===== src/rtl/mem_access_unit.sv =====
`default_nettype none
// ============================================================================
// mem_access_unit : MEM stage with D-cache req/gnt/rvalid handshake, store
// lane alignment, load extraction/extension and misalign trap.  Rev 1.0
// ============================================================================
module mem_access_unit #(
  parameter int XLEN    = 32,
  parameter int ADDR_W  = 32,
  parameter int RADDR_W = 5
) (
  input  logic                 clk,
  input  logic                 rst_n,
  input  logic                 exmem_valid_i,
  input  logic [XLEN-1:0]      exmem_op_c_i,
  input  logic [RADDR_W-1:0]   exmem_reg_waddr_i,
  input  logic                 exmem_reg_we_i,
  input  logic                 exmem_mtype_i,
  input  logic                 exmem_mem_rw_i,
  input  logic [1:0]           exmem_mem_width_i,
  input  logic                 exmem_mem_rdtype_i,
  input  logic [ADDR_W-1:0]    exmem_mem_addr_i,
  input  logic [XLEN-1:0]      exmem_mem_wr_data_i,
  output logic                 stall_o,
  output logic                 dc_req_o,
  output logic                 dc_we_o,
  output logic [ADDR_W-1:0]    dc_addr_o,
  output logic [XLEN/8-1:0]    dc_wstrb_o,
  output logic [XLEN-1:0]      dc_wdata_o,
  input  logic                 dc_gnt_i,
  input  logic                 dc_rvalid_i,
  input  logic [XLEN-1:0]      dc_rdata_i,
  output logic                 memwb_valid_o,
  output logic [XLEN-1:0]      memwb_data_o,
  output logic [RADDR_W-1:0]   memwb_reg_waddr_o,
  output logic                 memwb_reg_we_o,
  output logic                 memwb_misalign_o
);
  localparam int BYTES  = XLEN / 8;
  localparam int LANE_W = $clog2(BYTES);

  typedef enum logic [1:0] {
    S_IDLE = 2'd0,
    S_REQ  = 2'd1,
    S_RESP = 2'd2
  } state_t;

  state_t r_state, w_state_nxt;

  logic                w_aligned;
  logic                w_mem_op;
  logic                w_accept;
  logic                w_misalign;
  logic                w_plain;
  logic [LANE_W-1:0]   w_lane;
  logic [BYTES-1:0]    w_strb_base;
  logic [XLEN-1:0]     w_shifted;
  logic [XLEN-1:0]     w_mask;
  logic                w_sign;
  logic [XLEN-1:0]     w_load_data;

  logic [LANE_W-1:0]   r_lane;
  logic [1:0]          r_width;
  logic                r_rdtype;
  logic [RADDR_W-1:0]  r_waddr;
  logic                r_reg_we;

  assign w_lane     = exmem_mem_addr_i[LANE_W-1:0];
  assign w_mem_op   = exmem_valid_i & exmem_mtype_i;
  assign w_accept   = w_mem_op & w_aligned;
  assign w_misalign = w_mem_op & ~w_aligned;
  assign w_plain    = exmem_valid_i & ~exmem_mtype_i;

  always_comb begin
    w_aligned = 1'b0;
    case (exmem_mem_width_i)
      2'b00:   w_aligned = 1'b1;
      2'b01:   w_aligned = ~exmem_mem_addr_i[0];
      2'b10:   w_aligned = (exmem_mem_addr_i[1:0] == 2'b00);
      default: w_aligned = (XLEN == 64) && (exmem_mem_addr_i[2:0] == 3'b000);
    endcase
  end

  always_comb begin
    w_strb_base = '1;
    case (exmem_mem_width_i)
      2'b00:   w_strb_base = BYTES'(1);
      2'b01:   w_strb_base = BYTES'(3);
      2'b10:   w_strb_base = BYTES'(15);
      default: w_strb_base = '1;
    endcase
  end

  // Load path works from the fields latched at accept; the bus is not stable then.
  assign w_shifted = dc_rdata_i >> {r_lane, 3'b000};

  always_comb begin
    w_mask = '1;
    w_sign = 1'b0;
    case (r_width)
      2'b00: begin
        w_mask = XLEN'(8'hFF);
        w_sign = w_shifted[7];
      end
      2'b01: begin
        w_mask = XLEN'(16'hFFFF);
        w_sign = w_shifted[15];
      end
      2'b10: begin
        w_mask = XLEN'(32'hFFFF_FFFF);
        w_sign = w_shifted[31];
      end
      default: begin
        w_mask = '1;
        w_sign = 1'b0;
      end
    endcase
    w_load_data = (w_shifted & w_mask) | ({XLEN{w_sign & ~r_rdtype}} & ~w_mask);
  end

  always_comb begin
    w_state_nxt = r_state;
    stall_o     = 1'b0;
    case (r_state)
      S_IDLE: begin
        if (w_accept) begin
          w_state_nxt = S_REQ;
          stall_o     = 1'b1;
        end
      end
      S_REQ: begin
        stall_o = ~(dc_we_o & dc_gnt_i);
        if (dc_gnt_i) w_state_nxt = dc_we_o ? S_IDLE : S_RESP;
      end
      S_RESP: begin
        stall_o = ~dc_rvalid_i;
        if (dc_rvalid_i) w_state_nxt = S_IDLE;
      end
      default: w_state_nxt = S_IDLE;
    endcase
    if (!rst_n) stall_o = 1'b0;
  end

  always_ff @(posedge clk or negedge rst_n) begin
    if (!rst_n) r_state <= S_IDLE;
    else        r_state <= w_state_nxt;
  end

  always_ff @(posedge clk or negedge rst_n) begin
    if (!rst_n) begin
      dc_req_o          <= 1'b0;
      dc_we_o           <= 1'b0;
      dc_addr_o         <= '0;
      dc_wstrb_o        <= '0;
      dc_wdata_o        <= '0;
      memwb_valid_o     <= 1'b0;
      memwb_data_o      <= '0;
      memwb_reg_waddr_o <= '0;
      memwb_reg_we_o    <= 1'b0;
      memwb_misalign_o  <= 1'b0;
      r_lane            <= '0;
      r_width           <= 2'b00;
      r_rdtype          <= 1'b0;
      r_waddr           <= '0;
      r_reg_we          <= 1'b0;
    end else begin
      memwb_valid_o    <= 1'b0;
      memwb_reg_we_o   <= 1'b0;
      memwb_misalign_o <= 1'b0;
      case (r_state)
        S_IDLE: begin
          if (w_accept) begin
            dc_req_o   <= 1'b1;
            dc_we_o    <= exmem_mem_rw_i;
            dc_addr_o  <= {exmem_mem_addr_i[ADDR_W-1:LANE_W], {LANE_W{1'b0}}};
            dc_wstrb_o <= exmem_mem_rw_i ? (w_strb_base << w_lane) : '0;
            dc_wdata_o <= exmem_mem_rw_i ? (exmem_mem_wr_data_i << {w_lane, 3'b000}) : '0;
            r_lane     <= w_lane;
            r_width    <= exmem_mem_width_i;
            r_rdtype   <= exmem_mem_rdtype_i;
            r_waddr    <= exmem_reg_waddr_i;
            r_reg_we   <= exmem_reg_we_i;
          end else if (w_misalign) begin
            memwb_valid_o     <= 1'b1;
            memwb_misalign_o  <= 1'b1;
            memwb_data_o      <= '0;
            memwb_reg_waddr_o <= exmem_reg_waddr_i;
          end else if (w_plain) begin
            memwb_valid_o     <= 1'b1;
            memwb_data_o      <= exmem_op_c_i;
            memwb_reg_waddr_o <= exmem_reg_waddr_i;
            memwb_reg_we_o    <= exmem_reg_we_i;
          end
        end
        S_REQ: begin
          if (dc_gnt_i) begin
            dc_req_o <= 1'b0;
            if (dc_we_o) begin
              memwb_valid_o     <= 1'b1;
              memwb_reg_waddr_o <= r_waddr;
            end
          end
        end
        S_RESP: begin
          if (dc_rvalid_i) begin
            memwb_valid_o     <= 1'b1;
            memwb_data_o      <= w_load_data;
            memwb_reg_waddr_o <= r_waddr;
            memwb_reg_we_o    <= r_reg_we;
          end
        end
        default: ;
      endcase
    end
  end

endmodule
`default_nettype wire


===== config.mk =====
export PLATFORM = sky130hd
export DESIGN_NAME = mem_access_unit
export DESIGN_NICKNAME = d
export VERILOG_FILES = /design/src/rtl/mem_access_unit.sv
export SDC_FILE = /design/constraint.sdc
export NUM_CORES = 1
export LEC_CHECK = 0
export CAP_MARGIN = 20
export CORE_MARGIN = 10
export CORE_UTILIZATION = 30
export DETAILED_ROUTE_END_ITERATION = 8
export SETUP_SLACK_MARGIN = 0.5
export SYNTH_ARGS = -nofsm -noshare
export SYNTH_HDL_FRONTEND = slang
export SYNTH_SLANG_ARGS = --single-unit

===== constraint.sdc =====
create_clock -name clk -period 2.5 [get_ports clk]
set_input_delay 0.25 -clock clk [delete_from_list [all_inputs] [get_ports clk]]
set_output_delay 0.25 -clock clk [all_outputs]
set_load 0.02 [all_outputs]

==> results of run 1 <==
cells in the mapped netlist (2+ instances only):
library cell / instances
a211o_1: 8
a21o_1: 5
a21oi_1: 20
a221o_1: 8
a22o_1: 9
a2bb2oi_1: 2
a32o_1: 15
and2_1: 4
buf_2: 15
buf_4: 4
buf_6: 3
clkbuf_1: 25
dfrtp_1: 121
ha_1: 4
inv_1: 14
mux2_2: 66
mux2_4: 9
mux2i_1: 33
nand2_1: 37
nand2b_1: 5
nand3_1: 2
nand3b_1: 8
nor2_1: 29
nor2b_1: 17
nor3b_1: 2
o211ai_1: 32
o211ai_2: 2
o21a_1: 2
o21ai_0: 39
o41ai_1: 16
or2_2: 2
per-stage QoR:
step           area [sq um]  total power, uW  cells  hold slack [ps]  setup slack (ps)
2_1_floorplan          6475             7326    582           -45.59             585.4
3_3_place_gp           9364            10140   1090            446.9             166.8
3_5_place_dp           9364            10200   1090            452.6             129.3
4_1_cts               10010            12930   1123            1.242             421.5
5_1_grt               10100            13710   1123            14.30             412.6
6_report              10100            12920   1123           -119.6             528.1
path summary, 6_finish.rpt:
check / start / to / slack, ps / cells past startpoint
max in group asynchronous: rst_n / memwb_data_o[15]$_DFFE_PN0P_ / 1940 / 2
max: r_state[0]$_DFFE_PN0P_ / memwb_data_o[4]$_DFFE_PN0P_ / 530 / 7
max reg2reg: r_state[0]$_DFFE_PN0P_ / memwb_data_o[4]$_DFFE_PN0P_ / 530 / 7
min: rst_n / r_state[1]$_DFFE_PN0P_ / -120 / 2
min in group clk: exmem_mem_addr_i[0] / r_lane[0]$_DFFE_PN0P_ / 240 / 2
min reg2reg: dc_wdata_o[30]$_DFFE_PN0P_ / dc_wdata_o[30]$_DFFE_PN0P_ / 480 / 2
per-layer routing:
metal	wire length [um]	vias to the layer above
li1	-	2665
met1	10420	2813
met2	10650	258
met3	2492	20
met4	238	6
met5	46	-
cells by family (layout without fill, tap and decap cells):
family / count (synthesis) / in the layout / share of synthesized area
simple gates: 114 / 114 / 0.09010
xor+xnor: 1 / 1 / 0.001354
fa+ha+maj: 4 / 4 / 0.007734
mux: 109 / 109 / 0.1903
other cells: 1 / 2 / 0.0005795
compound gates: 169 / 169 / 0.1974
flops: 121 / 121 / 0.4679
buf+inv: 62 / 328 / 0.04466
what timing repair did:
| item | 4_1_cts | 5_1_grt |
|---|---|---|
| setup endpoints to repair | 23 | 58 |
| hold buffers | 0 | 0 |
| setup buffers | 1 | 0 |
| pin swaps | 1 | 1 |
| resized for setup | 8 | 18 |
power groups by stage:
stage               Sequential, uW  Clock [uW]  Combinational, uW
finish                        3430        2590               6900
global route                  3540        2760               7410
CTS                           3420        2660               6850
detailed placement            3440           0               6770
global placement              3410           0               6730
floorplan                     4300           0               3030
area by class of cell:
class                   count  area share
clock buffers              18     0.04250
clock inverters            14     0.01859
inverters                  14    0.005204
multi-input cells         399      0.3233
flip-flops and latches    121      0.3000
well taps                 275     0.03407
repair buffers            282      0.2764
cell usage in the layout (no fill, tap or decap), types with 3 or more instances in the layout:
cell / instances
inv_1: 13
o41ai_1: 10
mux2_2: 66
and2_1: 3
a21oi_2: 3
inv_6: 4
a221o_1: 8
nand2b_1: 5
buf_12: 4
mux2i_1: 33
nand3b_1: 8
buf_4: 27
a21o_1: 4
nand2_1: 36
o21ai_0: 39
dfrtp_1: 120
o211ai_1: 32
o41ai_2: 6
a211o_1: 8
a21oi_1: 18
clkbuf_16: 17
nor2_1: 29
mux2_4: 9
a32o_1: 15
bufinv_16: 3
a22o_1: 9
clkinv_4: 5
clkdlybuf4s50_1: 249
nor2b_1: 16
worst max-delay path, delay by kind of cell, from the launching register on:
family,cells,cell delay [ps]
AOI/OAI and AO/OA,2,280
and+or+nand+nor,1,220
adders and majority gates,1,260
DFF,1,400
buffers and inverters,2,340
muxes,1,350
sequential cells by signal (all words and copies together) (netlist names):
register and flops:
dc_wstrb_o 4, memwb_valid_o 1, memwb_misalign_o 1, r_lane 2
memwb_reg_we_o 1, r_reg_we 1, memwb_data_o 32, r_state 2
dc_wdata_o 32, dc_addr_o 30, dc_we_o 1, dc_req_o 1
r_rdtype 1, r_width 2, memwb_reg_waddr_o 5, r_waddr 5
==> results.md, run 1 <==
* Fin util at 0.4774
* Share of the synthesized area in the top cell type at 0.4679
* DRC errors left at 0
* First-pass GRT wire length at approximately 37,000 um
* Clock Skews at around 8.1 ps
* Met2 usage at 0.2535
* Yosys cell types at 54
* Cell breakdown of the critical path: inv_1 -> ha_2 -> and2_2 -> o211ai_4 -> a21oi_4 -> buf_12 -> mux2_2
* Vias per inst at 5.131
* Gr usage total at 0.1678
* FP Rows at between 50 and 60
* Wire per inst at about 21 um
* Clock tree buffer depth at 2
* Final HPWL DP at 17,600 um
* CP Class: reg -> reg
* Gate power share at 0.534
* Cell Pwr Density at ~1300 nW/um^2
* Psw at around 5000 uW
* EDFF count, synth at 0
* Synth area leaders: dfrtp_1 47%, mux2_2 11%, mux2i_1 5.1%, o211ai_1 3.7%, o21ai_0 3.0%
* Type of the worst min-delay path: in -> async
* Routed WL at 23,840 um
* Unrepaired setup endpoints after global routing: yes
* GPL Wtd Cong at 0.8073
* # Max-Cap Violations at 0
* Storage element area at ~3000 sq um
* Clock transition at path regs at 60 ps
* N_diodes at 0
* Asr flop ratio synth at 1.000
* Grt total ovfl at 0
* Final TNS setup at 0 ps
* Root Buffer: clkbuf_16
* Post-Syn Instances at 581
* CP startpoint kind: flop
* Main flop type after synthesis: dfrtp_1
* Final Hold Violating Endpoints at 50
* Worst Path Arrival at 2270 ps
* Met3 Use GR at 0.08214
* 1st-pass router iterations at 5
* Max VDD drop at 0.5595 mV
* Tightest hold margin at -119.6 ps
* Seq pwr share at 0.266
* Failing checks: negative hold slack
* CP peak stage delay at 400 ps
* Clock Power Share at 0.200
* Worst EP required at 2790 ps
* Max H-tree Level at 4
* I/O Buffers at 252
* CP Capture Type: flop
* CTS tree: done
* Initial core utilization at 0.3059
* Outcome: complete, but fails checks
* Remaining antenna violation count after routing at 0
* Global routing usage on met1 at 0.2083
* # setup viols final at 0
* Initial antenna violation count at 3
* Slew HR at 0.4701
* Multi-input gate area at 3264 sq um
* Warnings from Yosys at 0
* Clock Latency Late Sink at 420 ps
* CP max-delay cell: dfrtp_1
* Placeable core region at 21,150 sq um
* Detailed-route via count at 5,762
* Pin count of the biggest net entering global routing at 122
* Tcrit/Tclk final at 0.7888
* Power Internal at between 7000 and 8000 uW
* Slew Limit Fails at 0
* Syn Std Cell Area at roughly 6500 sq um
* Global route hottest layer: met2
* Worst slew pin tran at a little under 800 ps
* TritonCTS buffer count at 17
* Maximum clock rate at 507.1 MHz
* Nets at 983
* Sequential-to-total area share from yosys stat at 0.4679
* Leak at 0.004214 uW
* Die width at approximately 170 um
* FF+latch count, synth at between 100 and 150
* Starting DRT DRC Count at ~380
* Number of global-route vias before repair at 6,172
* I/O pin cnt at 255
* Switching share of total power at 0.3879
* Post-Syn Area per Cell at 11.14 sq um
* Synth area leader: dfrtp_1
* Die ar. at 27,850 sq um
* Share of cells above drive strength 1 at 0.2017
* Clock sink count at 121
* Min cycle time layout at 1972 ps
* Area Growth Syn to Fin at 56.05%
* CP max FO at 16
* Chip height at 166.9 um
* Filler cells at 2,034
Power figures use the tool's default switching activity.
==> run 2: changes to the inputs <==
==> constraint.sdc (replaced) <==
create_clock -name clk -period 2.1 [get_ports clk]
set_input_delay 0.21 -clock clk [delete_from_list [all_inputs] [get_ports clk]]
set_output_delay 0.21 -clock clk [all_outputs]
set_load 0.02 [all_outputs]
==> run 2 against run 1 <==
The run now ends clean. Non-clock buffer count up 61. Clock-buffer cell count up 1. Hold slack improved by 340 ps. Final cell count up 5.6%.
==> results.md, run 2 (synthesis gave the netlist of run 1 again) <==
* Max VDD drop at 0.6310 mV (+13%)
* TritonCTS buffer count at 17 (unchanged)
* Share of cells above drive strength 1 at 0.3154 (+0.1137)
* I/O Buffers at 252 (unchanged)
* Detailed-route via count at 6,032 (+4.7%)
* Type of the worst min-delay path: in -> reg
* Vias per inst at 5.086 (-0.88%)
* Clock Latency Late Sink at 410 ps (about the same)
* CP peak stage delay at 420 ps (+20 ps)
* Global routing usage on met1 at 0.2070 (-0.001389)
* GPL Wtd Cong at 0.8005 (-0.84%)
* Area Growth Syn to Fin at 77.57%
* Number of global-route vias before repair at 6,396 (+3.6%)
* Launch point of the worst path: r_state[0]$_DFFE_PN0P_
* Final Hold Violating Endpoints at 0 (-100%)
* Slew Limit Fails at 0 (unchanged)
* Root Buffer: clkbuf_16
* Starting DRT DRC Count at 372 (-1.8%)
* Worst EP required at 2400 ps (-390 ps)
* Clock Skews at 8.719 ps (+0.6018 ps)
* Wire per inst at 22.04 um (+3.8%)
* CP max FO at 5 (-11)
* Initial antenna violation count at 2 (-1)
* Final TNS setup at 0 ps (unchanged)
* Die ar. at 27,850 sq um (unchanged)
* Met2 usage at 0.2706 (+0.01710)
* # setup viols final at 0 (unchanged)
* Inst Count DP at 1,110 (+1.8%)
* Slew HR at 0.5439 (+0.07381)
* DRC errors left at 0 (unchanged)
* Pin count of the biggest net entering global routing at 122 (unchanged)
* R2r startpoint: r_state[0]$_DFFE_PN0P_
* Most frequent cells in the layout: 141 x clkdlybuf4s50_1, 120 x dfrtp_1, 94 x dlygate4sd2_1
* Chip height at 166.9 um (unchanged)
* FP Rows at 53 (unchanged)
* Clock sink count at 121 (unchanged)
* Worst r2r dst: memwb_reg_waddr_o[0]$_DFFE_PN0P_
* Final HPWL DP at 17,670 um (+0.39%)
* First-pass GRT wire length at 38,300 um (+2.5%)
* Initial core utilization at 0.3059 (unchanged)
* Design Area, Final at 11,490 sq um (+14%)
* Placeable core region at 21,150 sq um (unchanged)
* R2R cell count at 7 (unchanged)
* Cell breakdown of the critical path: inv_2 -> ha_4 -> nor2b_4 -> buf_6 -> a2111o_1 -> buf_12 -> mux2_4
* Min cycle time layout at 1876 ps (-95.72 ps)
* Cell Area, Placed at 9699 sq um (+3.6%)
* Outcome: complete, no violations
* Crit path buf inv count at 3 (+1)
* CP Capture Type: flop
* Worst slew pin tran at 684.1 ps (-110.7 ps)
* # Max-Cap Violations at 0 (unchanged)
* Regs by FF count: dc_wdata_o x32, memwb_data_o x32, dc_addr_o x30
* Critical path depth in cells at 7 (unchanged)
* Gr usage total at 0.1718 (+0.003907)
* Leak at 0.005415 uW (+29%)
* CP startpoint kind: flop
* Worst path top cell family by delay: compound AO/OA/AOI/OAI gates
* Met3 Use GR at 0.08237 (+0.0002353)
* Final Total Pwr at 16,740 uW (+30%)
* Nets at 1,045 (+6.3%)
* Worst Path Arrival at 2170 ps (-100 ps)
* CTS tree: done
* Placement Setup Slack at -154.2 ps (-283.5 ps)
* 1st-pass router iterations at 5 (unchanged)
* Die width at 166.9 um (unchanged)
* Unrepaired setup endpoints after global routing: yes
* Cell Pwr Density at 1457 nW/um^2 (+14%)
* Routed WL at 26,140 um (+9.6%)
* Maximum clock rate at 533.0 MHz (+5.1%)
* Clock transition at path regs at 60 ps (about the same)
* Most common cell after layout, fill and taps aside: clkdlybuf4s50_1
* Remaining antenna violation count after routing at 0 (unchanged)
* Max H-tree Level at 4 (unchanged)
* CP endpoint: memwb_reg_waddr_o[0]$_DFFE_PN0P_
* Reg2Reg Setup Slack at 220 ps (-300 ps)
* Post-route setup slack at 223.8 ps (-304.3 ps)
* Global route hottest layer: met2
* Clock tree buffer depth at 2 (unchanged)
* I/O pin cnt at 255 (unchanged)
* Grt total ovfl at 0 (unchanged)
* CP Class: reg -> reg
* Tcrit/Tclk final at 0.8934 (+0.1047)
* Fin cells at 1,186 (+5.6%)
* CP max-delay cell: a2111o_1
==> run 2: cell count changes in the layout (fill, tap and decap cells not counted), sizes merged, moves of 2 or more <==
cell | previous run | this run
clkbuf | 18 | 28
clkdlybuf4s50 | 249 | 141
bufinv | 3 | 1
dlygate4sd2 | 0 | 94
buf | 33 | 84
dlymetal6s2s | 0 | 14
==> run 2: worst min-delay path by stage <==
| stage | startpoint | to | slack [ps] | cells after the start |
|---|---|---|---|---|
| 2_1_floorplan | rst_n | dc_addr_o[10]$_DFFE_PN0P_ | -90 | 0 |
| 3_3_place_gp | rst_n | memwb_data_o[17]$_DFFE_PN0P_ | 420 | 2 |
| 3_5_place_dp | rst_n | memwb_data_o[17]$_DFFE_PN0P_ | 410 | 2 |
| 4_1_cts | exmem_mem_addr_i[0] | r_lane[0]$_DFFE_PN0P_ | 200 | 2 |
| 5_1_grt | exmem_mem_addr_i[0] | r_lane[0]$_DFFE_PN0P_ | 220 | 2 |
| 6_report | exmem_mem_addr_i[0] | r_lane[0]$_DFFE_PN0P_ | 220 | 2 |
==> run 2: repair_timing <==
action | in CTS | in global routing
setup buffers | 14 | 11
hold buffers | 1 | 0
endpoints found under the hold margin | 76 | 0
cloned | 5 | 12
pin swaps | 28 | 39
gates resized for setup | 156 | 144
endpoints found under the setup margin | 207 | 128
==> run 2: per-stage QoR <==
| stage | hold WS (ps) | util |
|---|---|---|
| after CTS | 197.7 | 0.5049 |
| after floorplan | -85.59 | - |
| final | 221.8 | 0.5432 |
| after global placement | 418.5 | 0.4585 |
| after global routing | 216.3 | 0.5431 |
| after detailed placement | 405.3 | 0.4585 |
==> run 2: power breakdown <==
part | internal [uW] | switching [uW] | total, uW
Combinational | 4960 | 4780 | 9740
Clock | 1700 | 1160 | 2870
Sequential | 3420 | 714 | 4130
==> run 2: layout make-up <==
type	count	area, sq um
repair buffers	343	3632
clock inverters	13	117.6
well taps	275	344.1
multi-input cells	400	3855
diodes	1	2.502
inverters	14	57.56
flip-flops and latches	121	3029
fillers	1876	9663
clock buffers	19	452.9
==> run 2: metal layers <==
| metal | vias up | wire (um) |
|---|---|---|
| li1 | 2820 | - |
| met4 | 2 | 326 |
| met1 | 2944 | 11030 |
| met2 | 240 | 12270 |
| met5 | - | 18 |
| met3 | 26 | 2488 |
==> run 3: changes to the inputs <==
--- a/config.mk
+++ b/config.mk
@@ -7,8 +7,9 @@
 export LEC_CHECK = 0
 export CAP_MARGIN = 20
 export CORE_MARGIN = 10
-export CORE_UTILIZATION = 30
+export CORE_UTILIZATION = 43
 export DETAILED_ROUTE_END_ITERATION = 8
+export PLACE_DENSITY = 0.79
 export SETUP_SLACK_MARGIN = 0.5
 export SYNTH_ARGS = -nofsm -noshare
 export SYNTH_HDL_FRONTEND = slang
==> constraint.sdc (replaced) <==
create_clock -name clk -period 2.1 [get_ports clk]
set_input_delay 0.42 -clock clk [delete_from_list [all_inputs] [get_ports clk]]
set_output_delay 0.42 -clock clk [all_outputs]
set_load 0.02 [all_outputs]
==> run 3 against run 2 <==
Total power decreased by 5.2%. Global-route usage increased by 5.8 points. Sequential share of layout area increased by 1.7 points. Clock-buffer cell count increased by 2. Hold slack got worse by 120 ps. Clock power about the same. Maximum frequency decreased by 6.2%. Critical path type is now reg -> out. Largest cell class unchanged.
==> results.md, run 3 (synthesis gave the netlist of run 1 again) <==
* Die width at 142.7 um (-14%)
* Placeable core region at 14,640 sq um (-31%)
* Most common cell after layout, fill and taps aside: clkdlybuf4s50_1
* Vias per inst at 5.685 (+12%)
* Pin count of the biggest net entering global routing at 122 (unchanged)
* DRC errors left at 0 (unchanged)
* GPL Wtd Cong at 0.9558 (+19%)
* Type of the worst min-delay path: in -> async
* CTS tree: done
* Clock Latency Late Sink at 420 ps (about the same)
* # Max-Cap Violations at 0 (unchanged)
* Final Hold Violating Endpoints at 0 (unchanged)
* Worst slew pin tran at 683.1 ps (-0.9676 ps)
* Final HPWL DP at 17,780 um (+0.63%)
* Initial core utilization at 0.4419 (+0.1360)
* Crit path buf inv count at 2 (-1)
* Regs by FF count: dc_wdata_o x32, memwb_data_o x32, dc_addr_o x30
* Unrepaired setup endpoints after global routing: yes
* CP Capture Type: output port
* Clock sink count at 121 (unchanged)
* Reg2Reg Setup Slack at 110 ps (-110 ps)
* Seq pwr share at 0.260 (+0.013)
* Die ar. at 20,360 sq um (-27%)
* Tcrit/Tclk final at 0.9526 (+0.05920)
* Nets at 1,025 (-1.9%)
* Worst Path Arrival at 1580 ps (-590 ps)
* R2R cell count at 8 (+1)
* Clock Skews at 10.53 ps (+1.810 ps)
* Max VDD drop at 0.7892 mV (+25%)
* Final TNS setup at 0 ps (unchanged)
* Psw at 6264 uW (-6.0%)
* Slew HR at 0.5446 (+0.0006450)
* First-pass GRT wire length at 36,670 um (-4.3%)
* Remaining antenna violation count after routing at 0 (unchanged)
* Outcome: complete, no violations
* Critical path depth in cells at 6 (-1)
* Switching share of total power at 0.3948 (-0.003151)
* Max H-tree Level at 4 (unchanged)
* CP Class: reg -> out
* Min cycle time layout at 2001 ps (+124.3 ps)
* Wire per inst at 22.58 um (+2.5%)
* Starting DRT DRC Count at 430 (+16%)
* TritonCTS buffer count at 17 (unchanged)
* Detailed-route via count at 6,111 (+1.3%)
* Power Internal at 9601 uW (-4.7%)
* Initial antenna violation count at 1 (-1)
* Worst path top cell family by delay: flip-flops
* Grt total ovfl at 0 (unchanged)
* I/O Buffers at 252 (unchanged)
* Worst EP required at 1680 ps (-720 ps)
* Routed WL at 24,270 um (-7.1%)
* Design Area, Final at 10,790 sq um (-6.1%)
* Most frequent cells in the layout: 137 x clkdlybuf4s50_1, 119 x dfrtp_1, 66 x mux2_2
* Filler cells at 994 (-47%)
* Post-CTS Hold Buffers at 0 (-1)
* Leak at 0.005316 uW (-1.8%)
* FP Rows at 44 (-17%)
* CP startpoint kind: flop
* Cell breakdown of the critical path: buf_6 -> ha_4 -> nor2b_4 -> nor2_4 -> a21oi_4 -> buf_6
* I/O pin cnt at 255 (unchanged)
* CP max FO at 3 (-2)
* Multi-input gate area at 3496 sq um (-9.3%)
* CP peak stage delay at 410 ps (about the same)
* Clock Power Share at 0.179 (+0.008)
* Cell Area, Placed at 9602 sq um (-1.0%)
* Tightest hold margin at 100.6 ps (-121.2 ps)
* Slew Limit Fails at 0 (unchanged)
* Number of global-route vias before repair at 6,579 (+2.9%)
* Clock tree buffer depth at 2 (unchanged)
* Root Buffer: clkbuf_16
* Cell Pwr Density at 1471 nW/um^2 (+0.97%)
* Storage element area at 3030 sq um (about the same)
* CP max-delay cell: dfrtp_1
* Clock transition at path regs at 50 ps (about the same)
* Area Growth Syn to Fin at 66.70%
* Most frequent cell on the critical path: buf_6
* 1st-pass router iterations at 5 (unchanged)
* # setup viols final at 0 (unchanged)
* Maximum clock rate at 499.9 MHz (-6.2%)
* Share of cells above drive strength 1 at 0.2685 (-0.04685)
* Gate power share at 0.562 (-0.020)
* Final Total Pwr at 15,870 uW (-5.2%)
* Chip height at 142.7 um (-14%)
* Gr usage total at 0.2300 (+0.05821)
[run 3: changes by cell type in the layout (fill, tap and decap cells not counted), sizes merged, moves of 2 or more]
cell           change
clkbuf             -6
dlygate4sd2       -40
inv                -3
bufbuf             +3
buf               -12
clkdlybuf4s15      +4
clkdlybuf4s50      -4
dlymetal6s2s      +38
clkinvlp           +2
clkinv             -2
[run 3: area by class of cell]
type / instances / share of cell area
Timing Repair Buffer: 323 / 0.3150
Inverter: 14 / 0.005335
Antenna cell: 1 / 0.0002320
Clock buffer: 21 / 0.04175
Sequential cell: 121 / 0.2809
Clock inverter: 11 / 0.01137
Tap cell: 184 / 0.02134
Multi-Input combinational cell: 400 / 0.3241
[run 3: repair_timing]
| item | 4_1_cts | 5_1_grt |
|---|---|---|
| gates cloned | 3 | 1 |
| setup buffers | 6 | 6 |
| resized for setup | 101 | 101 |
| endpoints found under the setup margin | 228 | 196 |
| pin swaps | 6 | 8 |
[run 3: path summary, 6_finish.rpt]
kind | from | end
min in group clk | dc_wdata_o[12]$_DFFE_PN0P_ | dc_wdata_o[12]$_DFFE_PN0P_
max in group asynchronous | rst_n | r_state[0]$_DFFE_PN0P_
worst min-delay path | rst_n | r_waddr[3]$_DFFE_PN0P_
worst max register to register | r_state[0]$_DFFE_PN0P_ | memwb_data_o[26]$_DFFE_PN0P_
worst min register to register | dc_wdata_o[12]$_DFFE_PN0P_ | dc_wdata_o[12]$_DFFE_PN0P_
worst max-delay path | r_state[1]$_DFFE_PN0P_ | stall_o
[run 3: routing by layer]
| layer | up-vias | share of wire | global-route usage |
|---|---|---|---|
| met5 | - | 0 | 0 |
| met4 | 0 | 0.018 | 0.07112 |
| met3 | 30 | 0.11 | 0.09453 |
| met2 | 289 | 0.51 | 0.3937 |
| met1 | 3027 | 0.37 | 0.2561 |
| li1 | 2765 | - | - |
[run 3: stage by stage]
stage	instances	utilization	worst slack, ps
floorplan	582	-	219.4
global placement	1026	0.6557	-437.0
detailed placement	1026	0.6557	-535.4
CTS	1067	0.7098	85.41
global route	1074	0.7365	20.60
finish	1075	0.7367	99.48
[run 3: power groups by stage]
stage | registers [uW] | logic (uW) | clock network, uW
floorplan | 5120 | 3740 | 0
global placement | 4070 | 8260 | 0
detailed placement | 4120 | 8450 | 0
CTS | 4110 | 8510 | 2870
global route | 4240 | 9460 | 2990
finish | 4120 | 8910 | 2840
